$ cat src/rtl/draw_arbiter.sv
// Round-robin arbiter sharing the LCD sprite-draw engine between the sprite
// requesters (dino, obstacle, score, ground). A game-state change schedules one
// full-screen clear, which is served ahead of any pending sprite request.

package draw_arbiter_pkg;
  typedef enum logic [1:0] {IDLE, RUN, WIN, OVER} state_t;
endpackage

module draw_arbiter
  import draw_arbiter_pkg::*;
#(
  parameter int NUM_REQ     = 4,
  parameter int TIMEOUT_CYC = 2000000
) (
  input  logic               clk,
  input  logic               rst,
  input  state_t             state,
  input  logic [NUM_REQ-1:0] req,
  input  logic               draw_done,
  output logic [NUM_REQ-1:0] grant,
  output logic               clear,
  output logic               draw_start,
  output logic [NUM_REQ-1:0] done,
  output logic               busy,
  output logic               timeout_err
);

  localparam int IDX_W = (NUM_REQ > 1) ? $clog2(NUM_REQ) : 1;
  localparam int CNT_W = $clog2(TIMEOUT_CYC + 1);

  typedef enum logic [1:0] {ARB, WAIT_SPR, WAIT_CLR} fsm_t;

  fsm_t               fsm, fsm_nxt;
  state_t             prev_state;
  logic               clear_pending, pend_nxt;
  logic [IDX_W-1:0]   rr_ptr, rr_nxt;
  logic [IDX_W-1:0]   idx, idx_nxt;
  logic [CNT_W-1:0]   cnt, cnt_nxt;
  logic [NUM_REQ-1:0] grant_nxt, done_nxt;
  logic               clear_nxt, start_nxt, busy_nxt, terr_nxt;

  logic               state_chg;
  logic [IDX_W:0]     pick;
  logic               pick_vld;
  logic [IDX_W-1:0]   pick_idx;
  logic [IDX_W-1:0]   idx_inc;
  logic [CNT_W-1:0]   cnt_inc;
  logic               cnt_hit;

  // First set request scanning ptr, ptr+1, ... with wrap; MSB flags a hit.
  // Scanning from the farthest offset down lets the nearest hit win.
  function automatic logic [IDX_W:0] rr_pick(input logic [NUM_REQ-1:0] r,
                                             input logic [IDX_W-1:0]   ptr);
    logic [IDX_W-1:0] j;
    logic [IDX_W:0]   res;
    res = '0;
    for (int i = NUM_REQ - 1; i >= 0; i--) begin
      j = IDX_W'((int'(ptr) + i) % NUM_REQ);
      if (r[j]) res = {1'b1, j};
    end
    return res;
  endfunction

  assign state_chg = (state != prev_state);
  assign pick      = rr_pick(req, rr_ptr);
  assign pick_vld  = pick[IDX_W];
  assign pick_idx  = pick[IDX_W-1:0];
  assign idx_inc   = (idx == IDX_W'(NUM_REQ - 1)) ? '0 : idx + 1'b1;
  assign cnt_inc   = cnt + 1'b1;
  // The counter reaches TIMEOUT_CYC on this edge; a simultaneous draw_done wins.
  assign cnt_hit   = (cnt_inc == CNT_W'(TIMEOUT_CYC));

  // Next-state and next-output decode for the arbitration FSM.
  always_comb begin
    fsm_nxt   = fsm;
    grant_nxt = grant;
    clear_nxt = clear;
    start_nxt = 1'b0;
    done_nxt  = '0;
    busy_nxt  = busy;
    terr_nxt  = timeout_err;
    rr_nxt    = rr_ptr;
    idx_nxt   = idx;
    cnt_nxt   = cnt;
    pend_nxt  = clear_pending | state_chg;
    case (fsm)
      ARB: begin
        // Nothing is issued while a done pulse is out, so the finished
        // requester gets a cycle to drop its request.
        if (done == '0) begin
          if (clear_pending) begin
            clear_nxt = 1'b1;
            start_nxt = 1'b1;
            busy_nxt  = 1'b1;
            pend_nxt  = state_chg;
            cnt_nxt   = '0;
            fsm_nxt   = WAIT_CLR;
          end else if (pick_vld) begin
            grant_nxt = NUM_REQ'(1) << pick_idx;
            start_nxt = 1'b1;
            busy_nxt  = 1'b1;
            idx_nxt   = pick_idx;
            cnt_nxt   = '0;
            fsm_nxt   = WAIT_SPR;
          end
        end
      end
      WAIT_SPR: begin
        if (draw_done) begin
          grant_nxt     = '0;
          busy_nxt      = 1'b0;
          done_nxt[idx] = 1'b1;
          rr_nxt        = idx_inc;
          cnt_nxt       = '0;
          fsm_nxt       = ARB;
        end else if (cnt_hit) begin
          grant_nxt = '0;
          busy_nxt  = 1'b0;
          terr_nxt  = 1'b1;
          rr_nxt    = idx_inc;
          cnt_nxt   = '0;
          fsm_nxt   = ARB;
        end else begin
          cnt_nxt = cnt_inc;
        end
      end
      WAIT_CLR: begin
        if (draw_done) begin
          clear_nxt = 1'b0;
          busy_nxt  = 1'b0;
          cnt_nxt   = '0;
          fsm_nxt   = ARB;
        end else if (cnt_hit) begin
          clear_nxt = 1'b0;
          busy_nxt  = 1'b0;
          terr_nxt  = 1'b1;
          cnt_nxt   = '0;
          fsm_nxt   = ARB;
        end else begin
          cnt_nxt = cnt_inc;
        end
      end
      default: begin
        fsm_nxt   = ARB;
        grant_nxt = '0;
        clear_nxt = 1'b0;
        busy_nxt  = 1'b0;
        cnt_nxt   = '0;
      end
    endcase
  end

  // State register; reset abandons any transaction without a done or error.
  always_ff @(posedge clk) begin
    prev_state <= state;
    if (rst) begin
      fsm           <= ARB;
      grant         <= '0;
      clear         <= 1'b0;
      draw_start    <= 1'b0;
      done          <= '0;
      busy          <= 1'b0;
      timeout_err   <= 1'b0;
      rr_ptr        <= '0;
      idx           <= '0;
      cnt           <= '0;
      clear_pending <= 1'b0;
    end else begin
      fsm           <= fsm_nxt;
      grant         <= grant_nxt;
      clear         <= clear_nxt;
      draw_start    <= start_nxt;
      done          <= done_nxt;
      busy          <= busy_nxt;
      timeout_err   <= terr_nxt;
      rr_ptr        <= rr_nxt;
      idx           <= idx_nxt;
      cnt           <= cnt_nxt;
      clear_pending <= pend_nxt;
    end
  end

endmodule

$ cat config.mk
export PLATFORM = sky130hd
export DESIGN_NAME = draw_arbiter
export DESIGN_NICKNAME = d
export VERILOG_FILES = /design/src/rtl/draw_arbiter.sv
export SDC_FILE = /design/constraint.sdc
export NUM_CORES = 1
export LEC_CHECK = 0
export ABC_AREA = 1
export CORE_MARGIN = 4
export CORE_UTILIZATION = 45
export CTS_CLUSTER_DIAMETER = 50
export CTS_CLUSTER_SIZE = 30
export DETAILED_ROUTE_END_ITERATION = 16
export GPL_TIMING_DRIVEN = 1
export PLACE_DENSITY = 0.63
export SKIP_CTS_REPAIR_TIMING = 1
export SLEW_MARGIN = 20
export SYNTH_ARGS = -nofsm -noshare
export SYNTH_HDL_FRONTEND = slang
export SYNTH_SLANG_ARGS = --single-unit
$ cat constraint.sdc
create_clock -name clk -period 2.17 [get_ports clk]
set_input_delay 0.3255 -clock clk [delete_from_list [all_inputs] [get_ports clk]]
set_output_delay 0.3255 -clock clk [all_outputs]
set_load 0.02 [all_outputs]
==> metrics.csv, run 1 <==
metric,value,unit
status,finished clean,
routed wire length,5605,um
setup_tns,0,ns
Int Power,0.001829,W
Mean Syn Cell Area,6.331,um^2
final core occ,58.41,%
"CTS clk-pin slew, worst paths",0.08,ns
CP Buf/Inv Count,2,
register area share after synthesis,33.20,%
fin worst setup slack,0.1670,ns
Worst Setup Start Kind,flop,
Fin. Hold Viols,0,
die width,83.02,um
Reg power frac,33.4,%
hold_sp,timeout_err,
reg2reg path depth,16,
Pins Over Slew Limit,0,
Reg-to-Reg Start,cnt[1],
pre-CTS setup slack,-0.1242,ns
Core Box Area,5473,um^2
reg2reg end,rr_ptr[0],
Finished Layout Cells,512,
I/O pins,21,
WP data arrival,2.23,ns
clock root buffer master,clkbuf_8,
NetSw,0.001149,W
critical path peak fanout,5,
Hold EP,timeout_err,
CTS Buffer Depth,2,
Required @ worst endpoint,2.39,ns
Clk pwr share,20.5,%
Switching Share,38.59,%
Synth Cell Area,2532,um^2
Fillers,536,
min Tclk post-route,2.003,ns
dpl cell area,2947,um^2
vias in the first global route,2375,
routed vias/inst,4.855,
Final setup viols,0,
DR pass1 iterations,4,
Worst Setup End Kind,flop,
GRT Residual Overflow,0,
PortBufs,20,
Crit-path slowest cell,dfxtp_2,
"slowest stage delay, CP",0.36,ns
Inserted Clock Buffers,5,
post-DP HPWL,4374,um
"FF+latch count, synth",42,
worst-path cell chain,"ha_4, nand3_4, inv_4, nand2_2, nor2_4, nand3b_1, nand2_1, nand2_1, nor2_2, nand3_4, buf_6, nand2_2, nand2_1, nand2_1, nand2_1, nor2_1",
gr usage total,16.96,%
fin crit share,92.31,%
share of layout cells above drive strength 1,16.82,%
Worst-Skew Late Latency,0.29,ns
# rows,27,
Least-Margin Pin Slew,0.2861,ns
final instance area,3197,um^2
Post-DRT Antenna Nets,0,
DRC,0,
largest net degree at the start of global routing,18,
Power Density,931.5,nW/um^2
yosys warns,0,
syn_nets,417,
Clock Skew,0.003313,ns
static leakage,1.350,nW
Crit path max-delay family,simple AND/OR/NAND/NOR gates,
P&R area growth vs syn,26.24,%
total number of vias,2486,
CTS H-tree lvls,2,
hold depth,1,
RD Place Congestion,0.9050,
die footprint,6891,um^2
antenna fix cells,0,
RSZ-0062 raised after global routing,yes,
# clock sinks,42,
Initial Utilization,46.27,%
CP most frequent cell,nand2_1,
max cap viols,0,
f_max,0.4992,GHz
logic gate share of total power,46.0,%
first-pass GRT wire length,9963,um
placed cells,504,
critical path type,flop to flop,
slack of the worst reg-to-reg path,0.17,ns
synth unique cells,32,
CTS tree,built,
DR WL/cell,10.95,um
max_slew headroom,80.73,%
DRT iter0 DRCs,86,
layout net count,456,
HP Class,flop to flop,
peak supply drop,0.6073,mV
Synth Instances,400,
initial antenna violation count,0,
die height,83.02,um
==> routing by layer <==
metal	wire, um	up-vias	track usage, %
li1	-	1354	-
met1	2601	1094	19.64
met2	2771	27	29.96
met3	111	11	3.472
met4	121	0	7.429
met5	0	-	0
==> kinds of logic after synthesis <==
family	count (synthesis)	synth area share, %
flops	42	33.20
xor+xnor	7	2.421
mux	1	0.3953
compound gates	52	11.07
fa+ha+maj	8	3.953
buf+inv	56	9.288
simple gates	234	39.67
==> flip-flops by register name (all words and copies together) (netlist names) <==
name,count
clear,1
draw_start,1
busy,1
cnt,21
fsm,2
clear_pending,1
done,4
prev_state,2
grant,4
timeout_err,1
idx,2
rr_ptr,2
==> cell usage after synthesis <==
cell type	number	area share [%]
dfxtp_1	42	33
nand2_2	3	0.74
nor3_1	2	0.40
clkbuf_1	2	0.30
nand3_2	4	1.6
nor2_1	64	9.5
nor2_2	4	0.99
inv_2	2	0.30
xor2_1	4	1.4
a21oi_1	12	2.4
o21a_1	1	0.30
o21ai_1	2	0.40
ha_1	8	4.0
o211ai_1	2	0.59
o21ai_0	30	5.9
inv_1	45	6.7
xnor2_1	3	1.0
buf_4	2	0.59
nand3_4	1	0.69
buf_2	2	0.40
o21bai_1	3	0.89
buf_6	2	0.89
a31oi_1	1	0.25
buf_1	1	0.15
nand2_1	116	17
nand4_1	6	1.5
nor4_1	1	0.25
or2_2	1	0.25
nand3b_1	3	0.89
mux2i_1	1	0.40
nand3_1	29	5.7
o2111ai_1	1	0.35
==> worst max-delay path by stage <==
stage,from,end,slack (ns),depth (start not counted)
3_3_place_gp,req[2],grant[2],-0.12,15
5_1_grt,cnt[1],rr_ptr[0],-0.05,16
3_5_place_dp,req[2],grant[2],-0.12,15
6_report,cnt[1],rr_ptr[0],0.17,16
4_1_cts,cnt[0],rr_ptr[0],-0.06,16
2_1_floorplan,cnt[0],cnt[19],0.20,15
==> layout by cell type, fill, tap and decap left out, types with 3 or more instances in the layout <==
master	n
dfxtp_2	10
ha_1	7
nand3_1	28
o21bai_1	3
o21ai_0	30
clkbuf_8	5
clkdlybuf4s50_1	20
a21oi_1	12
xor2_1	4
inv_1	45
nor2_1	54
xnor2_1	3
dfxtp_1	31
buf_4	18
nand2_2	9
nand2_1	110
nor2_4	7
nand4_1	6
nand3b_1	3
nand3_4	4
nor2_2	7
==> area by class of cell <==
cell class              count  area, um^2  share of cell area, %
clock buffers               5       68.82                  2.153
clock inverters             3       40.04                  1.252
inverters                  47       178.9                  5.597
flip-flops and latches     42       857.1                  26.81
repair buffers             41       386.6                  12.09
well taps                  72       90.09                  2.818
multi-input cells         302        1575                  49.28
==> metrics by stage <==
stage | power (W) | hold WS, ns
floorplan | 0.001911 | 0.3532
global placement | 0.002348 | 0.4509
detailed placement | 0.002363 | 0.4575
CTS | 0.002978 | 0.4776
global route | 0.003242 | 0.5083
finish | 0.002978 | 0.4713
==> power groups by stage <==
stage | Clock, W | Combinational (W) | Sequential, W
floorplan | 0 | 0.000852 | 0.00106
global placement | 0 | 0.00134 | 0.00101
finish | 0.000611 | 0.00137 | 0.000996
CTS | 0.000627 | 0.00136 | 0.000990
global route | 0.000664 | 0.00156 | 0.00101
detailed placement | 0 | 0.00136 | 0.00101
Note: power is estimated with default switching activity, not from simulation.
==> run 2, diff against run 1 <==
Settings changed: SETUP_SLACK_MARGIN set to 0.05.
==> run 2 against run 1 <==
Compared with the run above: combinational power up 4%; sequential share of layout area fell by 0.67 points; highest routed layer unchanged; power up 2.1%; critical path type unchanged.
==> metrics.csv, run 2 (synthesized netlist as in run 1, its figures left out) <==
metric,value,unit
CTS H-tree lvls,2,
Post-DRT Antenna Nets,0,
multi-input logic area,1625,um^2
layout net count,459,
RD Place Congestion,0.9050,
CTS Buffer Depth,2,
hold depth,1,
GR Util met3,3.472,%
"slowest stage delay, CP",0.36,ns
Crit. path cell count,15,
Reg area,862.1,um^2
GR peak layer,met2,
post-DP HPWL,4374,um
Required @ worst endpoint,2.35,ns
DR pass1 iterations,5,
Worst-Skew Late Latency,0.29,ns
DR WL/cell,11.30,um
antenna fix cells,0,
worst-path cell chain,"ha_4, nand3_4, nor2_4, nand2_1, nand2_2, nand2_1, nor2_1, nand2_1, nor2_2, nand3_4, nand3_4, nand2_2, nand2_4, clkbuf_16, nor2_1",
RSZ-0062 raised after global routing,yes,
routed wire length,5820,um
die width,83.02,um
reg2reg path depth,15,
Initial Utilization,46.27,%
met2 Track Usage GR,29.96,%
Final setup viols,0,
"most common cell after layout, fill and taps aside",nand2_1,
total number of vias,2530,
Reg-to-Reg Start,cnt[1],
Fin. Hold Viols,0,
Fillers,538,
fin crit share,93.01,%
Reg with most FFs,cnt,
f_max,0.4955,GHz
HP Class,flop to flop,
leading registers by flop count,"cnt x21, done x4, grant x4",
clock root buffer master,clkbuf_8,
Core Box Area,5473,um^2
I/O pins,21,
min Tclk post-route,2.018,ns
share of layout cells above drive strength 1,19.86,%
Power Density,921.7,nW/um^2
DRT iter0 DRCs,106,
# clock sinks,42,
DRC,0,
Crit path max-delay family,simple AND/OR/NAND/NOR gates,
met1 global-route usage,19.64,%
initial antenna violation count,0,
Worst Setup Start Kind,flop,
Hold EP,timeout_err,
placed cells,504,
critical path type,flop to flop,
most frequent cells in the layout,"nand2_1 (106), nor2_1 (51), inv_1 (44), o21ai_0 (29), dfxtp_1 (29)",
GRT Residual Overflow,0,
die height,83.02,um
routed vias/inst,4.913,
"CTS clk-pin slew, worst paths",0.08,ns
CP Buf/Inv Count,1,
status,finished clean,
"Power, Total",0.003040,W
WP data arrival,2.20,ns
Inserted Clock Buffers,5,
max reg flops,21,
gr usage total,16.96,%
# rows,27,
peak supply drop,0.6199,mV
max_slew headroom,78.29,%
Worst Setup End Kind,flop,
Finished Layout Cells,515,
reg2reg end,cnt[5],
critical path peak fanout,7,
CTS tree,built,
Clock Skew,0.004448,ns
Least-Margin Pin Slew,0.3253,ns
max cap viols,0,
Crit-path slowest cell,dfxtp_2,
Pins Over Slew Limit,0,
vias in the first global route,2375,
hold_sp,timeout_err,
die footprint,6891,um^2
slack of the worst reg-to-reg path,0.15,ns
largest net degree at the start of global routing,18,
static leakage,1.398,nW
PortBufs,20,
P&R area growth vs syn,30.24,%
first-pass GRT wire length,9963,um
## run 2: cell types whose count changed in the layout (fill, tap and decap cells not counted), moves of 2 or more
| cell | delta |
|---|---|
| dfxtp_1 | -2 |
| nor2_2 | +2 |
| nand2_1 | -4 |
| nor2_1 | -3 |
| nand2_4 | +3 |
## run 2: where the power goes
part           switching (W)  total, W  internal, W  leakage (nW)
clock network       0.000273  0.000612     0.000339        0.0579
registers          0.0000967  0.000995     0.000899         0.349
logic               0.000810   0.00143     0.000623         0.990
## run 2: stage by stage
step / cell area (um^2) / utilization (%) / hold WS (ns) / setup WS [ns] / TNS (ns)
final: 3298 / 60.27 / 0.4714 / 0.1518 / 0
after global routing: 3298 / 60.27 / 0.5083 / 0.009180 / 0
after CTS: 3055 / 55.83 / 0.4776 / -0.05697 / -0.1960
after detailed placement: 2947 / 53.84 / 0.4575 / -0.1242 / -1.253
after global placement: 2947 / 53.84 / 0.4509 / -0.1160 / -0.4629
after floorplan: 2532 / - / 0.3532 / 0.1953 / 0
## run 2: metal layers
layer  up-vias  part of all wire [%]
met5         -                     0
met3        14                   2.9
li1       1360                     -
met4         0                   2.4
met1      1122                    45
met2        34                    49
## run 2: how the worst max path moves through the flow
stage | from | to | slack [ns]
detailed placement | req[2] | grant[2] | -0.12
floorplan | cnt[0] | cnt[19] | 0.20
global placement | req[2] | grant[2] | -0.12
CTS | cnt[0] | rr_ptr[0] | -0.06
global route | cnt[1] | cnt[17] | 0.009
finish | cnt[1] | cnt[5] | 0.15
## run 2: final cells by class
| class | count | area share, % |
|---|---|---|
| Clock buffer | 5 | 2.086 |
| Clock inverter | 3 | 1.214 |
| Inverter | 47 | 5.501 |
| Multi-Input combinational cell | 302 | 49.28 |
| Sequential cell | 42 | 26.14 |
| Tap cell | 72 | 2.731 |
| Timing Repair Buffer | 44 | 13.05 |
## run 2: worst register-to-register path, stage by stage, from the launching register on
cell and delay, ns:
dfxtp_2 0.36, ha_4 0.15, nand3_4 0.12, nor2_4 0.16, nand2_1 0.08, nand2_2 0.08, nand2_1 0.05, nor2_1 0.11
nand2_1 0.08, nor2_2 0.14, nand3_4 0.12, nand3_4 0.08, nand2_2 0.06, nand2_4 0.10, clkbuf_16 0.16, nor2_1 0.04
